**config.mk**
```make
export PLATFORM = sky130hd
export DESIGN_NAME = alu_exec_unit
export DESIGN_NICKNAME = d
export VERILOG_FILES = /design/src/rtl/alu_exec_unit.sv
export SDC_FILE = /design/constraint.sdc
export NUM_CORES = 1
export LEC_CHECK = 0
export CAP_MARGIN = 10
export CORE_MARGIN = 3
export CORE_UTILIZATION = 30
export CTS_CLUSTER_SIZE = 14
export DETAILED_ROUTE_END_ITERATION = 16
export HOLD_SLACK_MARGIN = 0.15
export SYNTH_ARGS = -nofsm -noshare
export SYNTH_HDL_FRONTEND = slang
export SYNTH_SLANG_ARGS = --single-unit
```
**constraint.sdc**
```tcl
create_clock -name clk -period 4.4 [get_ports clk]
set_clock_uncertainty 0.05 [all_clocks]
set_input_delay 1.1 -clock clk [delete_from_list [all_inputs] [get_ports clk]]
set_output_delay 1.1 -clock clk [all_outputs]
set_load 0.02 [all_outputs]
```
**src/rtl/alu_exec_unit.sv**
```systemverilog
// ---------------------------------------------------------------------------
// alu_exec_unit
//
// Multi-cycle execute unit sitting between decode/operand-fetch and
// writeback. Logic, arithmetic and compare operations finish in one cycle.
// Shifts are done by an iterative shifter that moves one bit per cycle.
//
// Ports:
//   clk        rising-edge clock
//   rst_n      asynchronous active-low reset
//   flush      synchronous kill of any operation in flight
//   in_valid   operation offered by upstream
//   in_ready   unit can accept an operation (high only in IDLE)
//   alu_ctrl   4-bit operation code from the ALU decoder
//   src_a      operand A
//   src_b      operand B; shift amount comes from src_b[SHW-1:0]
//   out_valid  result available (high only in DONE)
//   out_ready  downstream takes the result
//   result     operation result
//   zero       result == 0
//   illegal    alu_ctrl was not a defined code
// ---------------------------------------------------------------------------
module alu_exec_unit #(
    parameter int WIDTH = 32,
    parameter int SHW   = $clog2(WIDTH)
) (
    input  logic             clk,
    input  logic             rst_n,
    input  logic             flush,
    input  logic             in_valid,
    output logic             in_ready,
    input  logic [3:0]       alu_ctrl,
    input  logic [WIDTH-1:0] src_a,
    input  logic [WIDTH-1:0] src_b,
    output logic             out_valid,
    input  logic             out_ready,
    output logic [WIDTH-1:0] result,
    output logic             zero,
    output logic             illegal
);

    localparam logic [1:0] S_IDLE  = 2'd0;
    localparam logic [1:0] S_SHIFT = 2'd1;
    localparam logic [1:0] S_DONE  = 2'd2;

    // Low two bits of the shift codes 0101/0110/0111.
    localparam logic [1:0] SOP_SLL = 2'b01;
    localparam logic [1:0] SOP_SRL = 2'b10;

    logic [1:0]       state_q,   state_d;
    logic [WIDTH-1:0] result_q,  result_d;
    logic             zero_q,    zero_d;
    logic             illegal_q, illegal_d;
    logic [WIDTH-1:0] work_q,    work_d;
    logic [SHW-1:0]   cnt_q,     cnt_d;
    logic [1:0]       sop_q,     sop_d;

    logic [WIDTH-1:0] alu_res;
    logic [WIDTH-1:0] shifted;
    logic             is_shift;
    logic             is_illegal;
    logic [SHW-1:0]   shamt;

    assign shamt      = src_b[SHW-1:0];
    assign is_shift   = (alu_ctrl == 4'b0101) || (alu_ctrl == 4'b0110) ||
                        (alu_ctrl == 4'b0111);
    assign is_illegal = (alu_ctrl >= 4'b1010);

    // Single-cycle datapath; illegal codes produce 0.
    always_comb begin
        alu_res = '0;
        case (alu_ctrl)
            4'b0000: alu_res = src_a & src_b;
            4'b0001: alu_res = src_a | src_b;
            4'b0010: alu_res = src_a + src_b;
            4'b0011: alu_res = src_a - src_b;
            4'b0100: alu_res = src_a ^ src_b;
            4'b1000: alu_res = {{(WIDTH-1){1'b0}}, ($signed(src_a) < $signed(src_b))};
            4'b1001: alu_res = {{(WIDTH-1){1'b0}}, (src_a < src_b)};
            default: alu_res = '0;
        endcase
    end

    // One-bit step of the iterative shifter.
    always_comb begin
        case (sop_q)
            SOP_SLL: shifted = {work_q[WIDTH-2:0], 1'b0};
            SOP_SRL: shifted = {1'b0, work_q[WIDTH-1:1]};
            default: shifted = {work_q[WIDTH-1], work_q[WIDTH-1:1]};
        endcase
    end

    always_comb begin
        state_d   = state_q;
        result_d  = result_q;
        zero_d    = zero_q;
        illegal_d = illegal_q;
        work_d    = work_q;
        cnt_d     = cnt_q;
        sop_d     = sop_q;

        if (flush) begin
            // Kill wins over accept and over the output handshake; result keeps
            // its last value since out_valid is low anyway.
            state_d = S_IDLE;
        end else begin
            case (state_q)
                S_IDLE: begin
                    if (in_valid) begin
                        if (is_shift && (shamt != '0)) begin
                            work_d  = src_a;
                            cnt_d   = shamt;
                            sop_d   = alu_ctrl[1:0];
                            state_d = S_SHIFT;
                        end else begin
                            // A zero-length shift passes src_a straight through.
                            result_d  = is_shift ? src_a : alu_res;
                            zero_d    = is_shift ? (src_a == '0) : (alu_res == '0);
                            illegal_d = is_illegal;
                            state_d   = S_DONE;
                        end
                    end
                end
                S_SHIFT: begin
                    work_d = shifted;
                    cnt_d  = cnt_q - 1'b1;
                    // Last step: publish the result in the same edge so SHIFT
                    // lasts exactly n cycles.
                    if (cnt_q == SHW'(1)) begin
                        result_d  = shifted;
                        zero_d    = (shifted == '0);
                        illegal_d = 1'b0;
                        state_d   = S_DONE;
                    end
                end
                S_DONE: begin
                    if (out_ready) begin
                        state_d = S_IDLE;
                    end
                end
                default: state_d = S_IDLE;
            endcase
        end
    end

    always_ff @(posedge clk or negedge rst_n) begin
        if (!rst_n) begin
            state_q   <= S_IDLE;
            result_q  <= '0;
            zero_q    <= 1'b0;
            illegal_q <= 1'b0;
            work_q    <= '0;
            cnt_q     <= '0;
            sop_q     <= '0;
        end else begin
            state_q   <= state_d;
            result_q  <= result_d;
            zero_q    <= zero_d;
            illegal_q <= illegal_d;
            work_q    <= work_d;
            cnt_q     <= cnt_d;
            sop_q     <= sop_d;
        end
    end

    assign in_ready  = (state_q == S_IDLE);
    assign out_valid = (state_q == S_DONE);
    assign result    = result_q;
    assign zero      = zero_q;
    assign illegal   = illegal_q;

endmodule

```
==> insert_results.sql <==
INSERT INTO impl_metrics (metric_group, metric, value, unit) VALUES
('logic_synthesis', 'synthTopCellsByArea', 'dfrtp_1, ha_1, o21ai_0, a21oi_1, nor2_1', ''),
('drt', 'detailedRoute.firstIterationViolations', '1243', ''),
('logic_synthesis', 'synthMostInstantiatedCell', 'nor2_1', ''),
('pwr', 'static-leakage-power', '7.16', 'nW'),
('cts', 'clock_network_latency_to_the_later_pin_of_the_worst_skew_pair', '0.35', 'ns'),
('logic_synthesis', 'synth-seq-cells', '75', ''),
('sta', 'hold_viol', '0', ''),
('global_routing', 'grt_usage', '26.7', '%'),
('logic_synthesis', 'ys.warnings.count', '0', ''),
('min_path', 'whs_path_depth', '1', ''),
('outcome', 'violations', 'setup timing', ''),
('logic_synthesis', 'synth_seq_area_share', '19.7', '%'),
('global_routing', 'number_of_antenna_violations_at_the_first_check_in_global_routing', '0', ''),
('drt', 'routed_wl', '47400', 'um'),
('sta', 'final.min_clock_period', '4.43', 'ns'),
('cts', 'cts_num_sinks', '75', ''),
('logic_synthesis', 'postSynthAreaPerCell', '7.20', 'sq um'),
('drt', 'dr.pass1.iters', '6', ''),
('cts', 'total_cts_buffers', '9', ''),
('outcome', 'status', 'finished, violations left', ''),
('global_routing', 'pin_count_of_the_biggest_net_entering_global_routing', '76', ''),
('sta', 'post-route-worst-setup-slack', '-0.0321', 'ns'),
('drt', 'route.antenna.remaining_nets', '0', ''),
('cts', 'tritoncts', 'yes', ''),
('logic_synthesis', 'yosys.cell_types.count', '80', ''),
('cts', 'h_tree_levels', '3', ''),
('logic_synthesis', 'synth_top_cell_by_area', 'dfrtp_1', ''),
('global_routing', 'global_route_wire_length_before_repair', '70700', 'um'),
('critical_path', 'rr_worst_depth', '14', ''),
('drt', 'via_density_per_instance', '5.62', ''),
('cts', 'cts_root_buf', 'clkbuf_16', ''),
('logic_synthesis', 'ys_dominant_reg_cell', 'dfrtp_1', ''),
('layout', 'drive_gt1_share', '40.9', '%'),
('sta', 'max_freq', '0.226', 'GHz'),
('floorplan', 'pin_count', '109', ''),
('logic_synthesis', 'netlist_instances', '1322', ''),
('placed_design', 'routabilityCongestion', '1.03', ''),
('critical_path', 'r2r_setup_slack', '0.19', 'ns'),
('placed_design', 'dp_hpwl', '37100', 'um'),
('critical_path', 'worst-endpoint-arrival', '4.64', 'ns'),
('sta', 'hold_ws', '0.429', 'ns'),
('critical_path', 'timing.critical_path.required', '4.61', 'ns'),
('layout', 'fin_util', '51.3', '%'),
('critical_path', 'critical_path_peak_fanout', '4', ''),
('pwr', 'ir_worst_vdd', '0.212', 'mV'),
('critical_path', 'r2r_end', 'zero$_DFFE_PN0P_', ''),
('min_path', 'end_point_of_the_most_critical_hold_path', 'result[4]$_DFFE_PN0P_', ''),
('critical_path', 'r2r_start', 'sop_q[0]$_DFFE_PN0P_', ''),
('logic_synthesis', 'synth_enable_flop_cells', '0', ''),
('sta', 'report.final.setup_viol', '1', ''),
('layout', 'syn2layout_area_growth', '66.6', '%'),
('pwr', 'powerDensity', '277', 'nW/um^2'),
('sta', 'fin_setup_tns', '-0.0321', 'ns'),
('critical_path', 'endpoint_kind', 'flip-flop', ''),
('logic_synthesis', 'postSynth.asyncResetShare', '100', '%'),
('global_routing', 'grt_pass1_vias', '12151', ''),
('layout', 'n_antenna_cell', '0', ''),
('critical_path', 'criticalPathCategory', 'in2reg', ''),
('floorplan', 'chipHeight', '184', 'um'),
('cts', 'clkSlewWorstSetupHoldPaths', '0.06', 'ns'),
('logic_synthesis', 'yosys-top-cells-count', 'nor2_1, o21ai_0, nand2_1', ''),
('sta', 'rsz0062_at_grt', 'true', ''),
('critical_path', 'critical_path.startpoint', 'src_a[26]', ''),
('logic_synthesis', 'post-synth-top-area-fraction', '19.7', '%'),
('global_routing', 'globalRoute.totalOverflow', '0', ''),
('sta', 'fin_crit_sh', '101', '%'),
('cts', 'clock_tree.buffer_depth', '2', ''),
('sta', 'slew-limit-headroom', '25.6', '%'),
('logic_synthesis', 'syn_area', '9520', 'sq um'),
('layout', 'layout.nets', '1978', ''),
('floorplan', 'core_region_area', '30900', 'sq um');
## report_power, final
part / switching, mW / internal (mW)
Sequential: 0.203 / 0.904
Clock: 0.332 / 0.393
Combinational: 1.38 / 1.19
## cells by family (layout without fill, tap and decap cells)
family | after synthesis | in the layout | share of synthesized area (%)
muxes | 8 | 8 | 0.880
DFF | 75 | 75 | 19.7
buffers and inverters | 194 | 677 | 7.83
AOI/OAI and AO/OA | 494 | 494 | 34.1
and+or+nand+nor | 422 | 422 | 21.3
xor gates and xnor gates | 24 | 24 | 2.21
adders and majority gates | 105 | 105 | 14.0
## what timing repair did
item                                   CTS  global route
endpoints found under the hold margin    0             0
pin swaps                               78            85
resized for setup                      252           141
setup endpoints to repair               18            12
setup buffers                           30            37
## flip-flops by register name, summed over array words and instances (netlist names)
| signal | count |
|---|---|
| result | 32 |
| work_q | 32 |
| cnt_q | 5 |
| sop_q | 2 |
| state_q | 2 |
| illegal | 1 |
| zero | 1 |
## worst max path at each step
stage | endpoint | slack (ns) | cells after the start
detailed placement | zero$_DFFE_PN0P_ | -1.17 | 17
global placement | zero$_DFFE_PN0P_ | -1.20 | 15
global route | zero$_DFFE_PN0P_ | -0.17 | 16
CTS | zero$_DFFE_PN0P_ | -0.13 | 17
floorplan | zero$_DFFE_PN0P_ | 0.01 | 16
finish | zero$_DFFE_PN0P_ | -0.03 | 17
## per-layer routing
metal  share of wire (%)  track usage [%]
met4                 3.9             10.2
met3                 5.5             3.02
met2                  47             45.0
met1                  43             35.2
met5                   0                0
## through the flow
stage	cells	total power [mW]	instance area (sq um)
after floorplan	1322	2.19	9530
after global placement	2119	3.29	13700
after detailed placement	2119	3.31	13700
after CTS	2165	4.23	15100
after global routing	2201	4.64	15900
final	2201	4.40	15900
## worst max-delay path, cell delays in order
cell and delay, ns:
clkdlybuf4s50_1 0.48, inv_1 0.07, ha_4 0.30, buf_8 0.11, inv_2 0.06, nor3_4 0.29
buf_4 0.17, buf_4 0.09, o2111ai_2 0.13, o311a_4 0.18, a21oi_2 0.17, o22ai_2 0.10
xor2_1 0.14, o21ai_1 0.11, or3b_4 0.41, or4_4 0.54, o32ai_2 0.19
## layout make-up
type                            count  area (sq um)
Clock buffer                        9           225
Fill cell                        2940         15000
Inverter                          102           392
Sequential cell                    75          1880
Clock inverter                      7          60.1
Multi-Input combinational cell   1053          8290
Timing Repair Buffer              559          4530
Tap cell                          396           495
## cell usage in the layout, fill, tap and decap left out, types with 21 or more instances in the layout
| cell | n |
|---|---|
| inv_1 | 55 |
| nand3_1 | 21 |
| ha_4 | 29 |
| o21ai_0 | 117 |
| a21oi_1 | 86 |
| clkdlybuf4s50_1 | 64 |
| dfrtp_1 | 75 |
| nor2_1 | 123 |
| ha_1 | 66 |
| inv_2 | 44 |
| nand2_1 | 120 |
| a22oi_1 | 35 |
| buf_4 | 436 |
| o31ai_1 | 21 |
Power figures use the tool's default switching activity.
